`src/rtl/rr_arbiter8_b32_if.sv`:
```
// rr_arbiter8_b32_if
//   Bundles the eight-requester input side and the valid/ready output stage of
//   the round-robin 8-to-1 word arbiter.
//   Signals:
//     req        [7:0]        requester i holds a word
//     req_data   [8*WIDTH-1:0] word i at [i*WIDTH +: WIDTH]
//     req_lock   [7:0]        burst-lock request (only with ARB_LOCK_EN)
//     gnt        [7:0]        one-hot accept, combinational
//     sel        [2:0]        mux select {C2,C1,C0}
//     out_valid               output register holds a word
//     out_data   [WIDTH-1:0]  registered selected word
//     out_src    [2:0]        requester that supplied out_data
//     out_ready               consumer accepts out_data
//   Modports: master = requesters + consumer side, slave = arbiter.
interface rr_arbiter8_b32_if #(
    parameter int WIDTH = 32
);
    logic [7:0]         req;
    logic [8*WIDTH-1:0] req_data;
    logic [7:0]         req_lock;
    logic [7:0]         gnt;
    logic [2:0]         sel;
    logic               out_valid;
    logic [WIDTH-1:0]   out_data;
    logic [2:0]         out_src;
    logic               out_ready;

    modport master (
        output req, req_data, req_lock, out_ready,
        input  gnt, sel, out_valid, out_data, out_src
    );

    modport slave (
        input  req, req_data, req_lock, out_ready,
        output gnt, sel, out_valid, out_data, out_src
    );
endinterface

```
`src/rtl/rr_arbiter8_b32.sv`:
```
// rr_arbiter8_b32
//   Round-robin arbiter for a shared 8-to-1 WIDTH-bit word mux. Picks a winner
//   starting from the rotating pointer, drives the mux select and loads the
//   selected word into a single valid/ready output register.
//   Ports:
//     clk    rising-edge clock for all state
//     reset  synchronous, active-high
//     bus    rr_arbiter8_b32_if.slave (req/req_data/req_lock/gnt/sel and the
//            out_valid/out_data/out_src/out_ready output stage)
//   Optional feature macro: ARB_LOCK_EN enables burst lock of up to MAX_BURST
//   back-to-back grants to a requester holding req_lock. Undefined: pure round robin.
//
//   state    | meaning
//   ---------+-------------------------------------------
//   ST_EMPTY | output register empty, out_valid=0
//   ST_FULL  | output register holds a word, out_valid=1
module rr_arbiter8_b32 #(
    parameter int WIDTH     = 32,
    parameter int MAX_BURST = 4
) (
    input  logic              clk,
    input  logic              reset,
    rr_arbiter8_b32_if.slave  bus
);
    localparam logic [0:0] ST_EMPTY = 1'b0;
    localparam logic [0:0] ST_FULL  = 1'b1;

    logic [0:0]       state;
    logic [2:0]       ptr;
    logic [2:0]       ptr_nxt;
    logic [2:0]       sel_q;
    logic [2:0]       winner;
    logic [2:0]       idx;
    logic             found;
    logic             any_req;
    logic             can_load;
    logic             grant;
    logic [7:0]       gnt_w;
    logic [WIDTH-1:0] win_data;
    logic [WIDTH-1:0] out_data_q;
    logic [2:0]       out_src_q;

    // First requester at or after ptr, wrapping mod 8.
    always_comb begin
        winner = ptr;
        found  = 1'b0;
        idx    = ptr;
        for (int k = 0; k < 8; k++) begin
            idx = ptr + 3'(k);
            if (!found && bus.req[idx]) begin
                winner = idx;
                found  = 1'b1;
            end
        end
    end

    always_comb begin
        win_data = '0;
        for (int i = 0; i < 8; i++) begin
            if (winner == 3'(i)) begin
                win_data = bus.req_data[i*WIDTH +: WIDTH];
            end
        end
    end

    assign any_req  = |bus.req;
    assign can_load = (state == ST_EMPTY) | ((state == ST_FULL) & bus.out_ready);
    assign grant    = can_load & any_req & ~reset;

    always_comb begin
        gnt_w = '0;
        if (grant) begin
            gnt_w[winner] = 1'b1;
        end
    end

`ifdef ARB_LOCK_EN
    localparam int CW = (MAX_BURST > 1) ? $clog2(MAX_BURST) : 1;
    localparam logic [CW-1:0] BURST_LAST = CW'(MAX_BURST - 1);

    logic [CW-1:0] burst_cnt;
    logic [CW-1:0] burst_eff;
    logic [CW-1:0] burst_nxt;

    // burst_cnt only counts grants to the previous winner; a new winner starts
    // its burst from zero. Hitting BURST_LAST breaks the lock and moves on.
    always_comb begin
        burst_eff = (winner == out_src_q) ? burst_cnt : '0;
        ptr_nxt   = winner + 3'd1;
        burst_nxt = '0;
        if (bus.req_lock[winner] && (burst_eff != BURST_LAST)) begin
            ptr_nxt   = winner;
            burst_nxt = burst_eff + 1'b1;
        end
    end

    always_ff @(posedge clk) begin
        if (reset) begin
            burst_cnt <= '0;
        end else if (grant) begin
            burst_cnt <= burst_nxt;
        end
    end
`else
    assign ptr_nxt = winner + 3'd1;

    // req_lock and MAX_BURST have no function without the burst lock.
    wire unused_lock = &{1'b0, bus.req_lock, (MAX_BURST > 0)};
`endif

    always_ff @(posedge clk) begin
        if (reset) begin
            state      <= ST_EMPTY;
            ptr        <= 3'd0;
            sel_q      <= 3'd0;
            out_data_q <= '0;
            out_src_q  <= 3'd0;
        end else begin
            if (any_req) begin
                sel_q <= winner;
            end
            if (grant) begin
                state      <= ST_FULL;
                out_data_q <= win_data;
                out_src_q  <= winner;
                ptr        <= ptr_nxt;
            end else if ((state == ST_FULL) && bus.out_ready) begin
                state <= ST_EMPTY;
            end
        end
    end

    // sel tracks the live winner and otherwise holds the last one.
    assign bus.sel       = reset ? 3'd0 : (any_req ? winner : sel_q);
    assign bus.gnt       = gnt_w;
    assign bus.out_valid = (state == ST_FULL);
    assign bus.out_data  = out_data_q;
    assign bus.out_src   = out_src_q;
endmodule

```
`src/flat_wrapper.sv`:
```
// flat-port wrapper written by rule: the top's interface ports become plain ports
module rr_arbiter8_b32_flat 
#(
    parameter int WIDTH     = 32,
    parameter int MAX_BURST = 4
)
  (clk, reset, bus_req, bus_req_data, bus_req_lock, bus_out_ready, bus_gnt, bus_sel, bus_out_valid, bus_out_data, bus_out_src);
  rr_arbiter8_b32_if #(.WIDTH(WIDTH)) bus_i ();
  input  logic clk;
  input  logic reset;
  input wire logic [$bits(bus_i.req)-1:0] bus_req;
  input wire logic [$bits(bus_i.req_data)-1:0] bus_req_data;
  input wire logic [$bits(bus_i.req_lock)-1:0] bus_req_lock;
  input wire logic [$bits(bus_i.out_ready)-1:0] bus_out_ready;
  output wire logic [$bits(bus_i.gnt)-1:0] bus_gnt;
  output wire logic [$bits(bus_i.sel)-1:0] bus_sel;
  output wire logic [$bits(bus_i.out_valid)-1:0] bus_out_valid;
  output wire logic [$bits(bus_i.out_data)-1:0] bus_out_data;
  output wire logic [$bits(bus_i.out_src)-1:0] bus_out_src;
  assign bus_i.req = bus_req;
  assign bus_i.req_data = bus_req_data;
  assign bus_i.req_lock = bus_req_lock;
  assign bus_i.out_ready = bus_out_ready;
  assign bus_gnt = bus_i.gnt;
  assign bus_sel = bus_i.sel;
  assign bus_out_valid = bus_i.out_valid;
  assign bus_out_data = bus_i.out_data;
  assign bus_out_src = bus_i.out_src;
  rr_arbiter8_b32 #(.WIDTH(WIDTH), .MAX_BURST(MAX_BURST)) u_core (.clk(clk), .reset(reset), .bus(bus_i));
endmodule
```
`config.mk`:
```
export PLATFORM = sky130hd
export DESIGN_NAME = rr_arbiter8_b32_flat
export DESIGN_NICKNAME = d
export VERILOG_FILES = /design/src/rtl/rr_arbiter8_b32_if.sv /design/src/rtl/rr_arbiter8_b32.sv /design/src/flat_wrapper.sv
export SDC_FILE = /design/constraint.sdc
export NUM_CORES = 1
export LEC_CHECK = 0
export BUFFER_PORTS_ARGS = -buffer_cell sky130_fd_sc_hd__buf_4
export CAP_MARGIN = 20
export CORE_AREA = 2 2 127 129
export DETAILED_ROUTE_END_ITERATION = 7
export DIE_AREA = 0 0 129 131
export SETUP_SLACK_MARGIN = 0.02
export SYNTH_ARGS = -nofsm -noshare
export SYNTH_HDL_FRONTEND = slang
export SYNTH_SLANG_ARGS = --single-unit
export TNS_END_PERCENT = 5
```
`constraint.sdc`:
```
create_clock -name clk -period 6.9 [get_ports clk]
set_input_delay 0.345 -clock clk [delete_from_list [all_inputs] [get_ports clk]]
set_output_delay 0.345 -clock clk [all_outputs]
set_load 0.01 [all_outputs]
```
==> results of run 1 <==
==> logic make-up after synthesis <==
group | Yosys count | share of synthesized area
AOI/OAI and AO/OA | 267 | 0.4317
muxes | 37 | 0.1030
buffers and inverters | 88 | 0.08453
DFF | 42 | 0.1656
and+or+nand+nor | 179 | 0.1976
adders and majority gates | 5 | 0.01232
xor gates and xnor gates | 3 | 0.005176
==> path summary, 6_finish.rpt <==
| path | slack (ns) | from | depth (start not counted) | to |
|---|---|---|---|---|
| worst max-delay path | 1.15 | u_core.ptr[0] | 14 | u_core.bus.out_data[23] |
| worst min-delay path | 0.34 | bus_out_ready | 4 | u_core.bus.out_valid |
| worst max register to register | 1.15 | u_core.ptr[0] | 14 | u_core.bus.out_data[23] |
| worst min register to register | 0.48 | u_core.sel_q[0] | 2 | u_core.sel_q[0] |
==> flip-flops by register name, indices dropped and copies added, names as in the netlist <==
register              count
u_core.bus.out_data      32
u_core.bus.out_src        3
u_core.bus.out_valid      1
u_core.ptr                3
u_core.sel_q              3
==> metal layers <==
layer / vias up / wire length (um) / GRT usage
met3: 66 / 2653 / 0.08591
met5: - / 10 / 0
met4: 2 / 1132 / 0.1349
li1: 3071 / - / -
met1: 3280 / 10510 / 0.3727
met2: 407 / 12180 / 0.4880
==> cells in the final DEF, fill, tap and decap left out, types with 3 or more instances in the layout <==
cell / netlist / routed
or2b_1: 3 / 3
o221ai_1: 32 / 32
nand2_1: 51 / 50
o22a_1: 3 / 3
nand3_1: 4 / 4
mux4_2: 11 / 11
a21oi_1: 7 / 7
nand3b_1: 36 / 36
inv_1: 3 / 3
nor2_1: 18 / 17
dfxtp_1: 42 / 42
o31ai_1: 33 / 33
clkbuf_16: 0 / 5
nor4_1: 3 / 3
and4_1: 3 / 3
a22oi_1: 34 / 34
nor2b_1: 7 / 6
a311oi_1: 32 / 32
a32oi_1: 33 / 33
o21ai_0: 8 / 8
nor3_1: 6 / 6
mux2_2: 8 / 8
o22ai_1: 34 / 34
ha_1: 5 / 3
mux2i_1: 17 / 17
buf_4: 1 / 326
a221o_1: 32 / 32
nand2b_1: 35 / 35
==> power by group through the flow <==
stage               sequential (mW)  combinational [mW]  clock [mW]
floorplan                     0.400                3.01           0
finish                        0.402                4.16       0.330
global route                  0.411                4.48       0.346
CTS                           0.401                4.11       0.340
global placement              0.402                4.04           0
detailed placement            0.403                4.11           0
==> through the flow <==
stage	total power, mW	util	setup slack [ns]
3_5_place_dp	4.510	0.4782	1.199
6_report	4.894	0.4909	1.145
2_1_floorplan	3.411	-	1.834
4_1_cts	4.852	0.4906	1.200
3_3_place_gp	4.438	0.4782	1.307
5_1_grt	5.240	0.4909	0.5946
==> tightest hold or removal path: stages <==
cell and delay (ns):
buf_4 0.08, nor2b_1 0.05, nor2_1 0.08, nor2_1 0.04
==> final cells by class <==
type	count	area, um^2	area share
multi-input combinational	491	3855	0.5034
timing repair buffer	327	2467	0.3222
sequential	42	840.8	0.1098
tap	216	270.3	0.03529
clock buffer	5	125.1	0.01634
clock inverter	3	68.82	0.008987
inverter	6	25.02	0.003268
antenna	2	5.005	0.0006536
==> results_dict.tcl, run 1 <==
set metrics [dict create \
    grt_max_degree 66 \
    rows 46 \
    synthToLayoutAreaGrowth_pct 50.81 \
    worstPathCellList "inv_1 -> ha_1 -> mux2_2 -> mux4_2 -> o22ai_1 -> o2111ai_1 -> a21oi_1 -> or2_1 -> ha_4 -> buf_4 -> a22oi_1 -> o31ai_1 -> a311oi_1 -> o22ai_1" \
    yosysMostFrequentCell "nand2_1" \
    critPathMaxFanout 57 \
    ys_seq_area_frac 0.1656 \
    syn_nets 901 \
    die_h_um 131 \
    pwr-share-clk 0.067 \
    max_cap_violations 0 \
    combPwrFrac 0.850 \
    grtUsageTotal 0.3010 \
    hold_path.class "primary input to flop" \
    cpPeakStageDelay_ns 0.86 \
    drc 0 \
    dp_hpwl_um 19150 \
    slew_headroom 0.3280 \
    fin_setup_tns_ns 0 \
    io_buffers 313 \
    drt_first_pass_iters 5 \
    switching_share 0.5530 \
    synth_warnings 0 \
    syn_inst 621 \
    internal_power_mw 2.188 \
    layout-drive-gt1-share 0.4314 \
    worstSetupPathType "flop to flop" \
    finalCritPeriodShare 0.8340 \
    first_iter_violations 577 \
    grt_pass1_vias 6804 \
    nets 1153 \
    overflow 0 \
    max-vdd-ir-drop_mv 0.3995 \
    max_freq_mhz 173.8 \
    cts_max_level 2 \
    cts_resized 0 \
    yosys_register_bits 42 \
    synth_common_cells "nand2_1 (51), clkbuf_1 (45), dfxtp_1 (42)" \
    totalWireLength_um 26490 \
    cp_top_family "compound AO/OA/AOI/OAI gates" \
    cts_setup_buffers 0 \
    ys_top_cells_by_area "dfxtp_1 (17%), a221o_1 (6.3%), a32oi_1 (5.7%)" \
    die_area_um2 16900 \
    cts_tree "yes" \
    synth_cell_types 61 \
    fillCellCount 1508 \
    final_cells 1092 \
    finalSetupViolCount 0 \
    required_ns 7.12 \
    hold_slack_ns 0.3396 \
    worst_slew_pin_slew_ns 1.004 \
    gp_congestion 0.9326 \
    drtAntennaViolNets 0 \
    cts_sinks 42 \
    hold_viol_final 0 \
    rsz0062_at_grt "false" \
    synth_edf_count 0 \
    cts_buffers 5 \
    cpMostUsedCell "o22ai_1" \
    antenna_found_initial 3 \
    switchingPower_mw 2.706 \
    cts.clk_slew.worst_paths_ns 0.07 \
    final_cell_area_um2 7657 \
    clk_latency_ns 0.30 \
    cp_num_buf_inv 2 \
    grt_pass1_wl_um 39010 \
    endpoint_kind "flop" \
    synth_async_sr_flop_share 0 \
    avgRoutedWirePerCell_um 24.26 \
    num_vias 6826 \
    via_per_inst 6.251 \
    finClkSkew_ns 0.007879 \
    cts_hold_buf 0 \
    total_leakage_power_nw 3.012 \
    post_dp_cell_area_um2 7458 \
    cts_root_buffer "clkbuf_16" \
    coreArea_um2 15600 \
    cp_slowest_cell "dfxtp_1" \
    synth_area_um2 5077 \
    yosys.area.top_type "dfxtp_1" \
    finalMaxSlewViolations 0 \
    die_x_um 129 \
    synth_flop_cell "dfxtp_1" \
    run_status "finished, final reports clean" \
    post-route-min-period_ns 5.755 \
    startpoint_type "flop" \
    pwr-share-seq 0.082 \
    p_per_area_nw_per_um2 639.1 \
    dpl.cell_count 1082 \
    clk_path_buf_depth 2 \
    syn_avg_cell_area_um2 8.176 \
    synth_top_area_frac 0.1656 \
    ios 322 \
    start_util 0.3255 \
    worstPathArrival_ns 5.98 \
]
No activity file was read; power rests on OpenSTA's default activity.
==> run 2: changes to the inputs <==
==> constraint.sdc (replaced) <==
create_clock -name clk -period 5.8 [get_ports clk]
set_input_delay 0.29 -clock clk [delete_from_list [all_inputs] [get_ports clk]]
set_output_delay 0.29 -clock clk [all_outputs]
set_load 0.01 [all_outputs]
==> run 2 against run 1 <==
  * Design area decreased by 0.39%
  * Clock skew up 0.0046 ns
  * Sequential share of layout area hardly changed
  * Wire length rose by 0.83%
  * Largest power group unchanged
  * Highest routed layer unchanged
==> results_dict.tcl, run 2 (synthesis gave the netlist of run 1 again) <==
set metrics [dict create \
    critPathMaxFanout 35 \
    grt_max_degree 97 \
    drc 0 \
    run_status "finished, final reports clean" \
    die_x_um 129 \
    most-common-layout-cells "buf_4 (328), nand2_1 (50), dfxtp_1 (42)" \
    utilization 0.4890 \
    max-vdd-ir-drop_mv 0.5630 \
    cts_sinks 42 \
    antenna_found_initial 4 \
    ios 322 \
    largest_register_ffs 32 \
    finalSetupViolCount 0 \
    finalMaxSlewViolations 0 \
    cts.clk_slew.worst_paths_ns 0.07 \
    startpoint_type "flop" \
    fin_setup_tns_ns 0 \
    gp_congestion 0.9029 \
    r2r_start "u_core.ptr[0]" \
    cts_buffers 5 \
    post-route-min-period_ns 5.226 \
    cp-endpoint "u_core.bus.out_data[9]" \
    slew_headroom 0.3111 \
    io_buffers 313 \
    cts_max_level 2 \
    rr_worst_depth 16 \
    grt_pass1_wl_um 39510 \
    cts_setup_buffers 0 \
    cts_root_buffer "clkbuf_16" \
    num_vias 6886 \
    die_h_um 131 \
    die_area_um2 16900 \
    startpoint "u_core.ptr[0]" \
    cts_resized 0 \
    clk_latency_ns 0.30 \
    required_ns 6.02 \
    rows 46 \
    worstSetupPathType "flop to flop" \
    layout_commonest_cell "buf_4" \
    hold_viol_final 0 \
    grt_pass1_vias 6828 \
    coreArea_um2 15600 \
    reg2reg_slack_ns 0.57 \
    endpoint_kind "flop" \
    start_util 0.3255 \
    totalWireLength_um 26710 \
    max_freq_mhz 191.4 \
    drt_first_pass_iters 5 \
    rsz0062_at_grt "false" \
    first_iter_violations 616 \
    avgRoutedWirePerCell_um 24.42 \
    worst_slew_pin_slew_ns 1.033 \
    dp_hpwl_um 19100 \
    drtAntennaViolNets 0 \
    cts_tree "yes" \
    finalCritPeriodShare 0.9010 \
    layout-drive-gt1-share 0.4326 \
    total_leakage_power_nw 2.995 \
    finalPower_mw 5.752 \
    via_per_inst 6.294 \
    finClkSkew_ns 0.01248 \
    grtUsageTotal 0.3050 \
    hold_path.class "primary input to flop" \
    p_per_area_nw_per_um2 754.1 \
    clk_path_buf_depth 2 \
    r2r_end "u_core.bus.out_data[9]" \
    synthToLayoutAreaGrowth_pct 50.22 \
    cts_hold_buf 0 \
    overflow 0 \
    worstPathArrival_ns 5.45 \
    max_cap_violations 0 \
    nets 1155 \
]
==> run 2: area by class of cell <==
type | instances | area [um^2]
Fill cell | 1515 | 7970
Multi-Input combinational cell | 491 | 3855
Timing Repair Buffer | 329 | 2482
Sequential cell | 42 | 840.8
Tap cell | 216 | 270.3
Clock buffer | 5 | 125.1
Inverter | 6 | 25.02
Clock inverter | 3 | 23.77
Antenna cell | 2 | 5.005
==> run 2: where the power goes <==
part	total [mW]	internal, mW	switching [mW]
sequential	0.452	0.397	0.0557
clock	0.307	0.162	0.146
combinational	4.99	1.95	3.04
==> run 2: per-layer routing <==
metal  wire length [um]  up-vias  GRT usage  share of wire
met5                 20        -          0        0.00075
met4               1003        4     0.1196          0.038
met3               2909       60     0.1067           0.11
met2              12370      406     0.4927           0.46
met1              10410     3336     0.3741           0.39
li1                   -     3080          -              -
==> run 2: critical path: stages (launching register included) <==
cell	delay (ns)
dfxtp_1	0.33
inv_1	0.06
ha_1	0.45
mux2_2	0.40
mux4_2	0.52
o22ai_1	0.26
o2111ai_1	0.17
and3_1	0.26
or2_1	0.37
inv_2	0.19
ha_1	0.24
nor2b_4	0.68
buf_4	0.52
a22oi_1	0.14
o31ai_1	0.27
a311oi_1	0.09
o22ai_1	0.18
==> run 2: stage by stage <==
| stage | setup WS (ns) | cells | area, um^2 | hold slack (ns) |
|---|---|---|---|---|
| floorplan | 0.7339 | 621 | 5077 | 0.4827 |
| global placement | 0.7639 | 1084 | 7473 | 0.4701 |
| detailed placement | 0.6517 | 1084 | 7473 | 0.4751 |
| CTS | 0.6330 | 1092 | 7622 | 0.2585 |
| global route | 0.2328 | 1094 | 7627 | 0.2816 |
| finish | 0.5744 | 1094 | 7627 | 0.2766 |
==> run 2: worst min-delay path by stage <==
stage	from	to	slack [ns]	cells past startpoint
final	bus_out_ready	u_core.bus.out_valid	0.28	4
after global placement	u_core.bus.out_src[2]	u_core.bus.out_src[2]	0.47	2
after CTS	bus_out_ready	u_core.bus.out_valid	0.26	4
after detailed placement	u_core.bus.out_src[2]	u_core.bus.out_src[2]	0.48	2
after global routing	bus_out_ready	u_core.bus.out_valid	0.28	4
after floorplan	bus_out_ready	u_core.bus.out_valid	0.48	3
==> run 3: changes to the inputs <==
--- a/config.mk
+++ b/config.mk
@@ -10,6 +10,7 @@
 export CORE_AREA = 2 2 127 129
 export DETAILED_ROUTE_END_ITERATION = 7
 export DIE_AREA = 0 0 129 131
+export GPL_TIMING_DRIVEN = 0
 export SETUP_SLACK_MARGIN = 0.02
 export SYNTH_ARGS = -nofsm -noshare
 export SYNTH_HDL_FRONTEND = slang
==> run 3 against run 2 <==
  * Sequential share of layout area is 0.40 points lower
  * Design area grew 3.7%
  * Critical path depth grew 5
  * Largest power group unchanged
  * First-iteration DRC count decreased by 10%
  * Largest cell class unchanged
  * Cell count up 5.6%
  * Non-clock buffer count grew 61
  * Via count up 0.76%
==> results_dict.tcl, run 3 (synthesis gave the netlist of run 1 again) <==
set metrics [dict create \
    run_status "finished, final reports clean" \
    required_ns 5.97 \
    worstPathArrival_ns 5.70 \
    grtUsageTotal 0.3222 \
    io_buffers 309 \
    dpl.cell_count 1146 \
    endpoint_kind "flop" \
    cts_sinks 42 \
    max_freq_mhz 180.9 \
    hold_slack_ns 0.2636 \
    totalWireLength_um 27960 \
    avgRoutedWirePerCell_um 24.20 \
    rows 46 \
    final_cell_area_um2 7913 \
    drc 0 \
    drt_first_pass_iters 7 \
    cts_root_buffer "clkbuf_16" \
    layout-drive-gt1-share 0.4397 \
    worst_slew_pin_slew_ns 0.6939 \
    slew_headroom 0.5374 \
    synthToLayoutAreaGrowth_pct 55.84 \
    cts.clk_slew.worst_paths_ns 0.07 \
    most-common-layout-cells "buf_4 (310), nand2_1 (51), dfxtp_1 (42)" \
    cts_tree "yes" \
    grt_pass1_wl_um 41190 \
    worstSetupPathType "flop to flop" \
    finClkSkew_ns 0.007188 \
    worstPathCellList "clkbuf_4 -> clkbuf_4 -> clkbuf_4 -> inv_1 -> ha_1 -> buf_6 -> mux2_4 -> mux4_2 -> o22ai_1 -> nand3_1 -> o22a_2 -> a2111oi_4 -> buf_6 -> buf_6 -> ha_1 -> nor2_1 -> and4_1 -> buf_4 -> buf_6 -> a311oi_1 -> o22ai_1" \
    p_per_area_nw_per_um2 780.3 \
    cts_setup_buffers 0 \
    die_x_um 129 \
    max_cap_violations 0 \
    fin_setup_tns_ns 0 \
    final_cells 1155 \
    finalMaxSlewViolations 0 \
    cp_top_family "buffers and inverters" \
    post-route-min-period_ns 5.529 \
    antenna_found_initial 3 \
    drtAntennaViolNets 0 \
    die_area_um2 16900 \
    fillCellCount 1573 \
    cts_max_level 2 \
    grt_max_degree 16 \
    coreArea_um2 15600 \
    total_leakage_power_nw 3.190 \
    clk_path_buf_depth 2 \
    clk_latency_ns 0.31 \
    max-vdd-ir-drop_mv 0.3450 \
    grt_pass1_vias 6964 \
    hold_viol_final 0 \
    utilization 0.5073 \
    finalSetupViolCount 0 \
    startpoint_type "flop" \
    finalCritPeriodShare 0.9533 \
    dp_hpwl_um 22070 \
    cp_slowest_cell "mux4_2" \
    post_dp_cell_area_um2 7667 \
    finalPower_mw 6.174 \
    cpMostUsedCell "buf_6" \
    place_ws_ns -0.4690 \
    cts_hold_buf 0 \
    gp_congestion 0.9406 \
    layout_commonest_cell "buf_4" \
    num_vias 6938 \
    first_iter_violations 553 \
    start_util 0.3255 \
    overflow 0 \
    layout_setup_ws_ns 0.2706 \
    cp_num_buf_inv 9 \
    critPathMaxFanout 10 \
    ios 322 \
    largest_register_ffs 32 \
    via_per_inst 6.007 \
    nets 1216 \
    die_h_um 131 \
    rsz0062_at_grt "true" \
    cpPeakStageDelay_ns 0.53 \
    hold_path.class "primary input to flop" \
    cts_buffers 5 \
]
-- run 3: cell types whose count changed in the layout (fill, tap and decap cells not counted), moves of 3 or more --
cell      previous run  this run
buf_2                0        25
clkbuf_1             0        25
buf_4              328       310
clkbuf_2             0        11
clkbuf_4             0         9
buf_6                0         8
a311oi_1            32        29
a311oi_2             0         3
-- run 3: what timing repair did --
action / 4_1_cts / 5_1_grt
gates resized for setup: 13 / 35
endpoints found under the setup margin: 32 / 33
endpoints found under the hold margin: 0 / 0
-- run 3: layout make-up --
class | count | area [um^2] | area share
Multi-Input combinational cell | 491 | 3831 | 0.4842
Timing Repair Buffer | 309 | 2320 | 0.2932
Sequential cell | 42 | 840.8 | 0.1063
Buffer | 81 | 446.7 | 0.05645
Tap cell | 216 | 270.3 | 0.03416
Clock buffer | 5 | 125.1 | 0.01581
Clock inverter | 3 | 48.80 | 0.006167
Inverter | 6 | 25.02 | 0.003163
Antenna cell | 2 | 5.005 | 0.0006325
-- run 3: where the power goes --
group | switching (mW) | internal, mW | total (mW)
registers | 0.0536 | 0.397 | 0.450
logic | 3.18 | 2.19 | 5.37
clock network | 0.148 | 0.207 | 0.355
total | 3.38 | 2.79 | 6.17
-- run 3: final timing paths --
check             cells after the start  slack, ns                      end                  start
hold reg to reg                       2       0.50    u_core.bus.out_src[0]  u_core.bus.out_src[0]
setup reg to reg                     21       0.27  u_core.bus.out_data[19]          u_core.ptr[1]
setup / recovery                     21       0.27  u_core.bus.out_data[19]          u_core.ptr[1]
hold / removal                        4       0.26     u_core.bus.out_valid          bus_out_ready
-- run 3: metal layers --
layer  vias up  part of all wire  GRT usage
li1       3201                 -          -
met1      3328              0.41     0.4099
met2       359              0.46     0.5188
met3        48              0.10     0.1026
met4         2             0.030     0.1068
met5         -           0.00036          0
-- run 3: worst reg2reg max path: cells and delay by family, from the launching register on --
kind | cells | cell delay [ns]
AO/OA/AOI/OAI | 5 | 1.46
multiplexers | 2 | 0.84
flip-flops | 1 | 0.39
adder cells (fa/ha/maj) | 2 | 0.55
buffers and inverters | 9 | 1.69
AND/OR/NAND/NOR | 3 | 0.43
